### config.mk
export PLATFORM = sky130hd
export DESIGN_NAME = clock_mode_ctrl
export DESIGN_NICKNAME = d
export VERILOG_FILES = /design/src/rtl/clock_mode_ctrl.sv
export SDC_FILE = /design/constraint.sdc
export NUM_CORES = 1
export LEC_CHECK = 0
export CAP_MARGIN = 5
export CORE_MARGIN = 2
export CORE_UTILIZATION = 52
export CTS_BUF_LIST = sky130_fd_sc_hd__clkbuf_4 sky130_fd_sc_hd__clkbuf_8
export DETAILED_ROUTE_END_ITERATION = 6
export PLACE_DENSITY = 0.86
export SETUP_SLACK_MARGIN = 0.1
export SLEW_MARGIN = 10
export SYNTH_ARGS = -nofsm -noshare
export SYNTH_HDL_FRONTEND = slang
export SYNTH_SLANG_ARGS = --single-unit
### constraint.sdc
create_clock -name clk -period 2.29 [get_ports clk]
set_input_delay 0.229 -clock clk [delete_from_list [all_inputs] [get_ports clk]]
set_output_delay 0.229 -clock clk [all_outputs]
set_load 0.05 [all_outputs]
### src/rtl/clock_mode_ctrl.sv
// clock_mode_ctrl: 24-hour clock with RUN / SET_HR / SET_MIN modes and a blink phase for the field being set
module clock_mode_ctrl #(
    parameter int INIT_HOUR = 0,
    parameter int INIT_MIN  = 0
) (
    input  logic       clk,
    input  logic       rst,
    input  logic       tick,
    input  logic       btn_mode,
    input  logic       btn_inc,
    output logic [4:0] hour,
    output logic [5:0] min,
    output logic [5:0] sec,
    output logic [1:0] mode,
    output logic       blink
);
    typedef enum logic [1:0] {RUN = 2'd0, SET_HR = 2'd1, SET_MIN = 2'd2} state_t;

    state_t     mode_q;
    logic [4:0] hour_q, hour_d;
    logic [5:0] min_q, min_d, sec_q, sec_d;
    logic       blink_q;

    // >= rather than == so a bad preload still wraps back into range
    always_comb begin
        hour_d = (hour_q >= 5'd23) ? 5'd0 : hour_q + 5'd1;
        min_d  = (min_q  >= 6'd59) ? 6'd0 : min_q + 6'd1;
        sec_d  = (sec_q  >= 6'd59) ? 6'd0 : sec_q + 6'd1;
    end

    always_ff @(posedge clk) begin
        if (rst) begin
            hour_q  <= 5'(INIT_HOUR);
            min_q   <= 6'(INIT_MIN);
            sec_q   <= 6'd0;
            mode_q  <= RUN;
            blink_q <= 1'b1;
        end else begin
            case (mode_q)
                RUN: begin
                    blink_q <= 1'b1;
                    if (tick) begin
                        sec_q <= sec_d;
                        if (sec_q >= 6'd59) begin
                            min_q <= min_d;
                            if (min_q >= 6'd59) hour_q <= hour_d;
                        end
                    end
                    if (btn_mode) mode_q <= SET_HR;
                end
                SET_HR: begin
                    if (btn_mode) begin
                        mode_q  <= SET_MIN;
                        blink_q <= 1'b1;
                    end else if (btn_inc) begin
                        hour_q  <= hour_d;
                        blink_q <= 1'b1;
                    end else if (tick) begin
                        blink_q <= ~blink_q;
                    end
                end
                SET_MIN: begin
                    if (btn_mode) begin
                        mode_q  <= RUN;
                        sec_q   <= 6'd0;
                        blink_q <= 1'b1;
                    end else if (btn_inc) begin
                        min_q   <= min_d;
                        blink_q <= 1'b1;
                    end else if (tick) begin
                        blink_q <= ~blink_q;
                    end
                end
                default: begin
                    mode_q  <= RUN;
                    blink_q <= 1'b1;
                end
            endcase
        end
    end

    assign hour  = hour_q;
    assign min   = min_q;
    assign sec   = sec_q;
    assign mode  = mode_q;
    assign blink = blink_q;
endmodule

==> results.md, run 1 <==
- The run finished with clean final reports.
- For this run, asynchronously set or reset flops after synthesis account for 0.
- After global routing the overflow that remains totals 0.
- Of the cells placed in the final design, the portion with a size suffix greater than 1 is 0.0932.
- The top flip-flop cell by instance count after synthesis is sky130_fd_sc_hd__dfxtp_1.
- The number of enable flip-flop cells after synthesis is 0.
- The number of gates resized after cts is 0.
- Summing over every cut layer, the via total after detailed routing is roughly 1100.
- The standby leakage power is 0.564 nW.
- The first global-routing pass estimated 4380 um of wire.
- The area of the mapped netlist is about 0.0012 mm2.
- Subtracting the final worst setup slack from the clock period gives 2.00 ns.
- The post-detailed-route count of antenna-violating nets is 0.
- Power spread over the standard cell area amounts to 639 mW/mm2.
- The number of max-capacitance violations reported is 0.
- For the final database, setup skew stands at 0.00517 ns.
- The number of standard-cell rows in the floorplan is 17.
- The flip-flop and latch count after synthesis is 20.
- The share of total power dissipated in sequential elements is 0.421.
- The critical path data arrival time is 2.26 ns.
- The worst max-slew margin expressed relative to the limit is 0.660.
- The cell area after placement is 0.00147 mm2.
- The transition time of the tightest slew-check pin is 0.509 ns.
- Setup violations remaining at the end of the flow were counted as 0.
- In this run the vertical extent of the chip is between 50 and 60 um.
- The clock buffer count from CTS is 3.
- The share of the Yosys chip area taken by registers is 0.331.
- The initial core utilization is 0.548.
- The synthesized area divided by synthesized cell count is 8.84 um2.
- The clock reaches the later pin of the worst-skew pair after slightly above 0.3 ns.
- Across every metal layer, demand over resource in global routing totals 0.217.
- The clock passes through at most 2 buffers.
- After legalization and detailed placement, the total HPWL measured 1950 um.
- The final hold violation count is 0.
- Across the VDD grid, the largest voltage drop is 0.528 mV.
- After routing the design area is 0.00150 mm2.
- The total area inside the core boundary comes to 0.00221 mm2.
- The net switching share of the total power is 0.387.
- After detailed routing, the average wire length per cell comes to 14.3 um.
- The synthesis warning total is 0.
- The kind of critical path is reg -> reg.
- The final sum of negative setup slack is 0 ns.
- The first TritonRoute pass finished after 4 iterations.
- The number of pins with negative max-slew slack in the final report is 0.
- The setup fix buffers added after clock tree synthesis is 0.
- The final layout net count is 175.
- During placement, the flow inserted port buffers numbering 24.
- The largest driver fanout on the critical path is 10.
- The proportion of netlist area held by the largest area contributor is 0.331.
- The final layout contains routed wiring with a total length of ~2700 um.
- Compared with the post-synthesis result, the final layout area differs by 24.0%.
- The total power draw is 0.000959 W.
- The root buffer selected by CTS is sky130_fd_sc_hd__clkbuf_4.
- The detailed router finished its first iteration with 17 violations.
- The startpoint kind of the worst setup timing path is a flip-flop.
- For this run, the top clock speed supported by timing is 500 MHz.
- Entering global routing, the biggest net connects 12 pins.
- Counting every net in the synthesized netlist gives 150.
- The count of mapped cells out of synthesis is 137.
- The class of the tightest hold or removal check is reg -> reg.
- The source of the critical timing path is mode[0].
- TritonCTS built the clock tree.
- The number of buffers inserted by hold repair at cts is 0.
- The routed via count divided by cell count is 6.04.
- The startpoint identified for the worst hold timing path is mode[1].
- The count of pins on the block boundary is 25.
- The number of inserted filler cells in the final layout is about 190.
- STA classifies the critical path endpoint as a flip-flop.
- Summed over all nets, the switching power comes to 0.000371 W.
- After synthesis, the most frequently instantiated cells are sky130_fd_sc_hd__dfxtp_1, sky130_fd_sc_hd__a21oi_1, sky130_fd_sc_hd__o21ai_0.
- The floorplan step defined a die boundary enclosing 0.00273 mm2.
- The die width is approximately 52 um.
- The data required time at the worst endpoint is 2.55 ns.
- The synthesized netlist contains 47 unique library cells.
- Of all cell types, the one taking the most synthesized area is sky130_fd_sc_hd__dfxtp_1.
- The initial antenna violation count came to 0.
- The share of total power dissipated in combinational logic is 0.356.
- The DRC violation count after routing is 0.
- The congestion estimate from routability-driven global placement came to approximately 0.8.
- The clock slew at the register clock pins of the worst setup and hold paths is roughly 0.12 ns.
- The share of total power dissipated in the clock network is 0.223.
- For this design, the sink count on the clock tree is 20.
- The count of H-tree levels built during CTS is 1.
- The startpoint of the worst-slack reg-to-reg timing path is mode[0].
- By area the synthesized netlist is led by sky130_fd_sc_hd__dfxtp_1, sky130_fd_sc_hd__ha_1, sky130_fd_sc_hd__a21oi_1.
- Yosys instantiated no cell more often than sky130_fd_sc_hd__dfxtp_1.
- The internal power component is 0.000588 W.
- Setup repair after global routing left no endpoint under its margin.
- The post-route fraction of the period consumed by the critical path is 0.874.
- The number of global-route vias before repair is between 1000 and 1500.
- The number of antenna diodes in the final layout is 0.
==> cell families after synthesis <==
logic type / share of synthesized area
buffers and inverters: 0.0434
adders and majority gates: 0.0826
and+or+nand+nor: 0.228
xor gates and xnor gates: 0.00723
muxes: 0.0176
AOI/OAI and AO/OA: 0.290
DFF: 0.331
==> cell usage in the layout (no fill, tap or decap), drive strengths merged, types with 3 or more instances in the layout <==
| cell type | synthesis | layout |
|---|---|---|
| nor3 | 3 | 3 |
| nor2 | 7 | 7 |
| a21oi | 17 | 17 |
| o31ai | 5 | 5 |
| nand3 | 6 | 6 |
| nand2 | 8 | 8 |
| or3 | 3 | 3 |
| clkbuf | 3 | 4 |
| nand3b | 3 | 3 |
| dfxtp | 20 | 20 |
| clkdlybuf4s50 | 0 | 24 |
| or4 | 4 | 4 |
| ha | 8 | 8 |
| inv | 6 | 6 |
| o21ai | 9 | 9 |
==> layout make-up <==
cell class                 instances  area, um2  share of cell area
sequential                        20        402               0.267
clock buffer                       4       36.3              0.0242
tap                               28       35.0              0.0233
inverter                           6       22.5              0.0150
multi-input combinational        106        758               0.505
timing repair buffer              25        248               0.165
==> metrics by stage <==
stage	utilization	hold slack [ns]	cells	worst slack, ns
global route	0.679	0.536	189	0.137
floorplan	-	0.347	137	0.118
finish	0.679	0.513	189	0.289
detailed placement	0.662	0.500	185	0.285
CTS	0.679	0.516	189	0.295
global placement	0.662	0.472	185	0.347
==> final timing paths <==
kind | cells past startpoint | end | slack, ns
setup / recovery | 6 | sec[3] | 0.29
hold / removal | 2 | mode[1] | 0.51
setup reg to reg | 6 | sec[3] | 0.29
hold reg to reg | 2 | mode[1] | 0.51
==> registers in the layout (all words and copies together) (netlist names) <==
register  flops
min           6
blink         1
sec           6
hour          5
mode          2
==> power by group through the flow <==
stage / registers (W) / logic, W / clock network (W)
6_report: 0.000404 / 0.000341 / 0.000214
4_1_cts: 0.000404 / 0.000341 / 0.000218
3_5_place_dp: 0.000412 / 0.000339 / 0
5_1_grt: 0.000408 / 0.000372 / 0.000235
2_1_floorplan: 0.000486 / 0.000178 / 0
3_3_place_gp: 0.000410 / 0.000330 / 0
==> routing by layer <==
layer	wire length (um)	up-vias	track usage
li1	-	573	-
met1	1230	535	0.265
met2	1310	29	0.369
met3	125	4	0.0514
met4	24	0	0.0769
met5	0	-	0
==> worst max-delay path, cell delays in order, from the launching register on <==
cell                      delay, ns
sky130_fd_sc_hd__dfxtp_2       0.37
sky130_fd_sc_hd__inv_1         0.10
sky130_fd_sc_hd__ha_1          0.36
sky130_fd_sc_hd__nor2_1        0.11
sky130_fd_sc_hd__a211o_1       0.38
sky130_fd_sc_hd__or4_1         0.49
sky130_fd_sc_hd__a21oi_1       0.14
Power figures use the tool's default switching activity.
==> inputs of run 2 (changes only) <==
Settings changed: GPL_TIMING_DRIVEN set to 1.
Clock period 2.29 ns to 1.9 ns, I/O delays scaled along.
==> results.md, run 2 (synthesized netlist as in run 1, its figures left out) <==
- The vertical die dimension is 52.3 um (unchanged).
- The upper clock frequency limit is 550 MHz (+10%).
- The transition time of the tightest slew-check pin is 0.498 ns (-0.0104 ns).
- The library cell used most frequently in the layout, excluding fill and tap cells, is sky130_fd_sc_hd__clkdlybuf4s50_1.
- The kind of critical path is reg -> reg.
- The routed via count divided by cell count is 6.17 (+2.2%).
- The net switching share of the total power is 0.382 (-0.00498).
- The fraction of layout cells with a size suffix above 1 is 0.294 (+0.201).
- The startpoint kind of the worst setup timing path is a flip-flop.
- The proportion of power drawn by flip-flops and latches was 0.402 (-0.019).
- The worst clock skew is 0.0162 ns (+0.0110 ns).
- The post-route fraction of the period consumed by the critical path is 0.958 (+0.0838).
- The library cells used most frequently in the layout, excluding fill and tap cells, are sky130_fd_sc_hd__clkdlybuf4s50_1, sky130_fd_sc_hd__a21oi_1, sky130_fd_sc_hd__dfxtp_2, sky130_fd_sc_hd__buf_4, sky130_fd_sc_hd__o21ai_0.
- The clock buffer count from CTS is 3 (unchanged).
- The area of all placed cells without fillers was 0.00169 mm2 (+12%).
- The sum of routed wire length over all layers is 3190 um (+18%).
- The average wire length per cell after detail routing is 16.1 um (+13%).
- The initial antenna violation count is 0 (unchanged).
- The peak ir drop on the vdd network came to 0.517 mV (-2.1%).
- The number of antenna cells inserted came to 0 (unchanged).
- The DRC violation count after routing is 0 (unchanged).
- The count of H-tree levels built during CTS is 1 (unchanged).
- The overall fraction of global-route tracks in use came to 0.231 (+0.0143).
- The non-filler instance count after layout is 198 (+4.8%).
- The buffers plus inverters on the worst setup path is 2 (+1).
- The die width was 52.3 um (unchanged).
- The initial DRC count is 40 (+23).
- The global placement routability congestion is 0.825 (+4.5%).
- The maximum single-stage delay on the critical path is 0.41 ns (-0.08 ns).
- The critical path capture point type is a flip-flop.
- The floorplan die area is 0.00273 mm2 (unchanged).
- The wire length of the first global-routing pass came to 4810 um (+9.8%).
- The number of max-capacitance violations reported was 0 (unchanged).
- The pin count of the biggest net entering global routing is 12 (unchanged).
- The switching power of the nets is 0.000475 W (+28%).
- The ratio of total power to cell area came to 737 mW/mm2 (+15%).
- The number of pins with negative max-slew slack in the final report is 0 (unchanged).
- The post-detailed-route count of antenna-violating nets was 0 (unchanged).
- The number of global-route vias before repair is 1065 (+4.5%).
- The count of pins on the block boundary came to 25 (unchanged).
- TritonCTS built the clock tree.
- The quantity of I/O buffers inserted on ports came to 24 (unchanged).
- The final HPWL from detailed placement is 2160 um (+11%).
- The time the worst path needs with I/O delays and setup is 1.82 ns (-0.182 ns).
- The final-report setup violation count is 0 (unchanged).
- The clock sink count is 20 (unchanged).
- The critical path data arrival time was 1.99 ns (-0.27 ns).
- The cell area after placement is 0.00154 mm2 (+5.2%).
- The run finished with clean final reports.
- The clock share of power is 0.199 (-0.024).
- The final layout net count was 184 (+5.1%).
- The worst hold path belongs to the class reg -> reg.
- The data required time at the worst endpoint came to 2.07 ns (-0.48 ns).
- The clock slew at the register clock pins of the worst setup and hold paths is 0.13 ns (about the same).
- Clock tree synthesis selected as its root buffer the cell sky130_fd_sc_hd__clkbuf_4.
- The total placed cells including tap cells is 190 (+2.7%).
- The area growth from synthesis to final layout is 39.3%.
- The later-pin clock latency in the skew report is 0.30 ns (about the same).
- The number of buffers inserted by hold repair at cts is 0 (unchanged).
- The residual overflow from global routing is 0 (unchanged).
- The largest driver fanout on the critical path is 6 (-4).
- Setup repair after global routing could not meet its margin everywhere.
- The total power draw is 0.00124 W (+30%).
- The total vias in the final route is 1222 (+7.1%).
- The worst max-slew margin expressed relative to the limit is 0.667 (+0.00695).
- The final hold violation count is 0 (unchanged).
- The proportion of power drawn by combinational gates came to 0.399 (+0.043).
- The critical path goes through inv_2, ha_4, nor2_1, a21o_1, buf_4, o311ai_1, o41ai_2.
- The internal power component came to 0.000768 W (+31%).
- The cell type of the slowest stage on the worst timing path is sky130_fd_sc_hd__o311ai_1.
- The worst setup slack after placement is 0.0363 ns (-0.248 ns).
- The standby leakage power is 0.651 nW (+15%).
- The number of inserted filler cells in the final layout is 151 (-21%).
- The detailed-router iteration count before antenna repair is 4 (unchanged).
- The number of standard-cell rows in the floorplan is 17 (unchanged).
- The placeable core region is 0.00221 mm2 (unchanged).
- The cell family with the largest share of critical-path delay is compound AO/OA/AOI/OAI gates.
- The initial core utilization is 0.548 (unchanged).
- The final sum of negative setup slack is 0 ns (unchanged).
- The maximum clock insertion buffer count is 2 (unchanged).
- The final setup slack of the worst path is 0.0803 ns (-0.208 ns).
## run 2: cell types whose count changed in the layout (fill, tap and decap cells not counted), sizes merged
cell	previous run	this run
buf	1	10
dlygate4sd2	0	1
clkdlybuf4s50	24	22
dlymetal6s2s	0	1
## run 2: path summary, 6_finish.rpt
| kind | start | to | slack (ns) | cells after the start |
|---|---|---|---|---|
| min | mode[1] | mode[1] | 0.52 | 2 |
| min reg2reg | mode[1] | mode[1] | 0.52 | 2 |
| max reg2reg | mode[1] | min[5] | 0.08 | 7 |
| max | mode[1] | min[5] | 0.08 | 7 |
## run 2: area by class of cell
type                    count  area (um2)  share of cell area
repair buffers             34         317               0.188
inverters                   6        25.0              0.0148
well taps                  28        35.0              0.0208
multi-input cells         106         838               0.497
clock buffers               4        36.3              0.0215
flip-flops and latches     20         435               0.258
## run 2: timing repair
action	4_1_cts	5_1_grt
setup endpoints to repair	6	13
pin swaps	0	3
gates resized for setup	5	11
setup buffers	0	4
## run 2: power by group through the flow
stage	registers (W)	logic [W]	clock network, W
2_1_floorplan	0.000593	0.000230	0
3_3_place_gp	0.000499	0.000442	0
3_5_place_dp	0.000500	0.000453	0
4_1_cts	0.000492	0.000466	0.000250
5_1_grt	0.000506	0.000531	0.000270
6_report	0.000500	0.000496	0.000248
## run 2: stage by stage
step / hold WS [ns] / utilization
3_3_place_gp: 0.477 / 0.697
2_1_floorplan: 0.308 / -
3_5_place_dp: 0.486 / 0.697
4_1_cts: 0.520 / 0.723
6_report: 0.516 / 0.762
5_1_grt: 0.537 / 0.762
## run 2: worst register-to-register path, delay by kind of cell, from the launching register on
kind / cells / cell delay (ns)
AO/OA/AOI/OAI: 3 / 0.80
flip-flops: 1 / 0.39
buffers and inverters: 2 / 0.28
adder cells (fa/ha/maj): 1 / 0.17
AND/OR/NAND/NOR: 1 / 0.07
## run 2: per-layer routing
metal / track usage / up-vias / wire length, um
met3: 0.0400 / 8 / 163
met1: 0.320 / 571 / 1430
li1: - / 590 / -
met2: 0.365 / 53 / 1530
met4: 0.0684 / 0 / 68
met5: 0 / - / 0
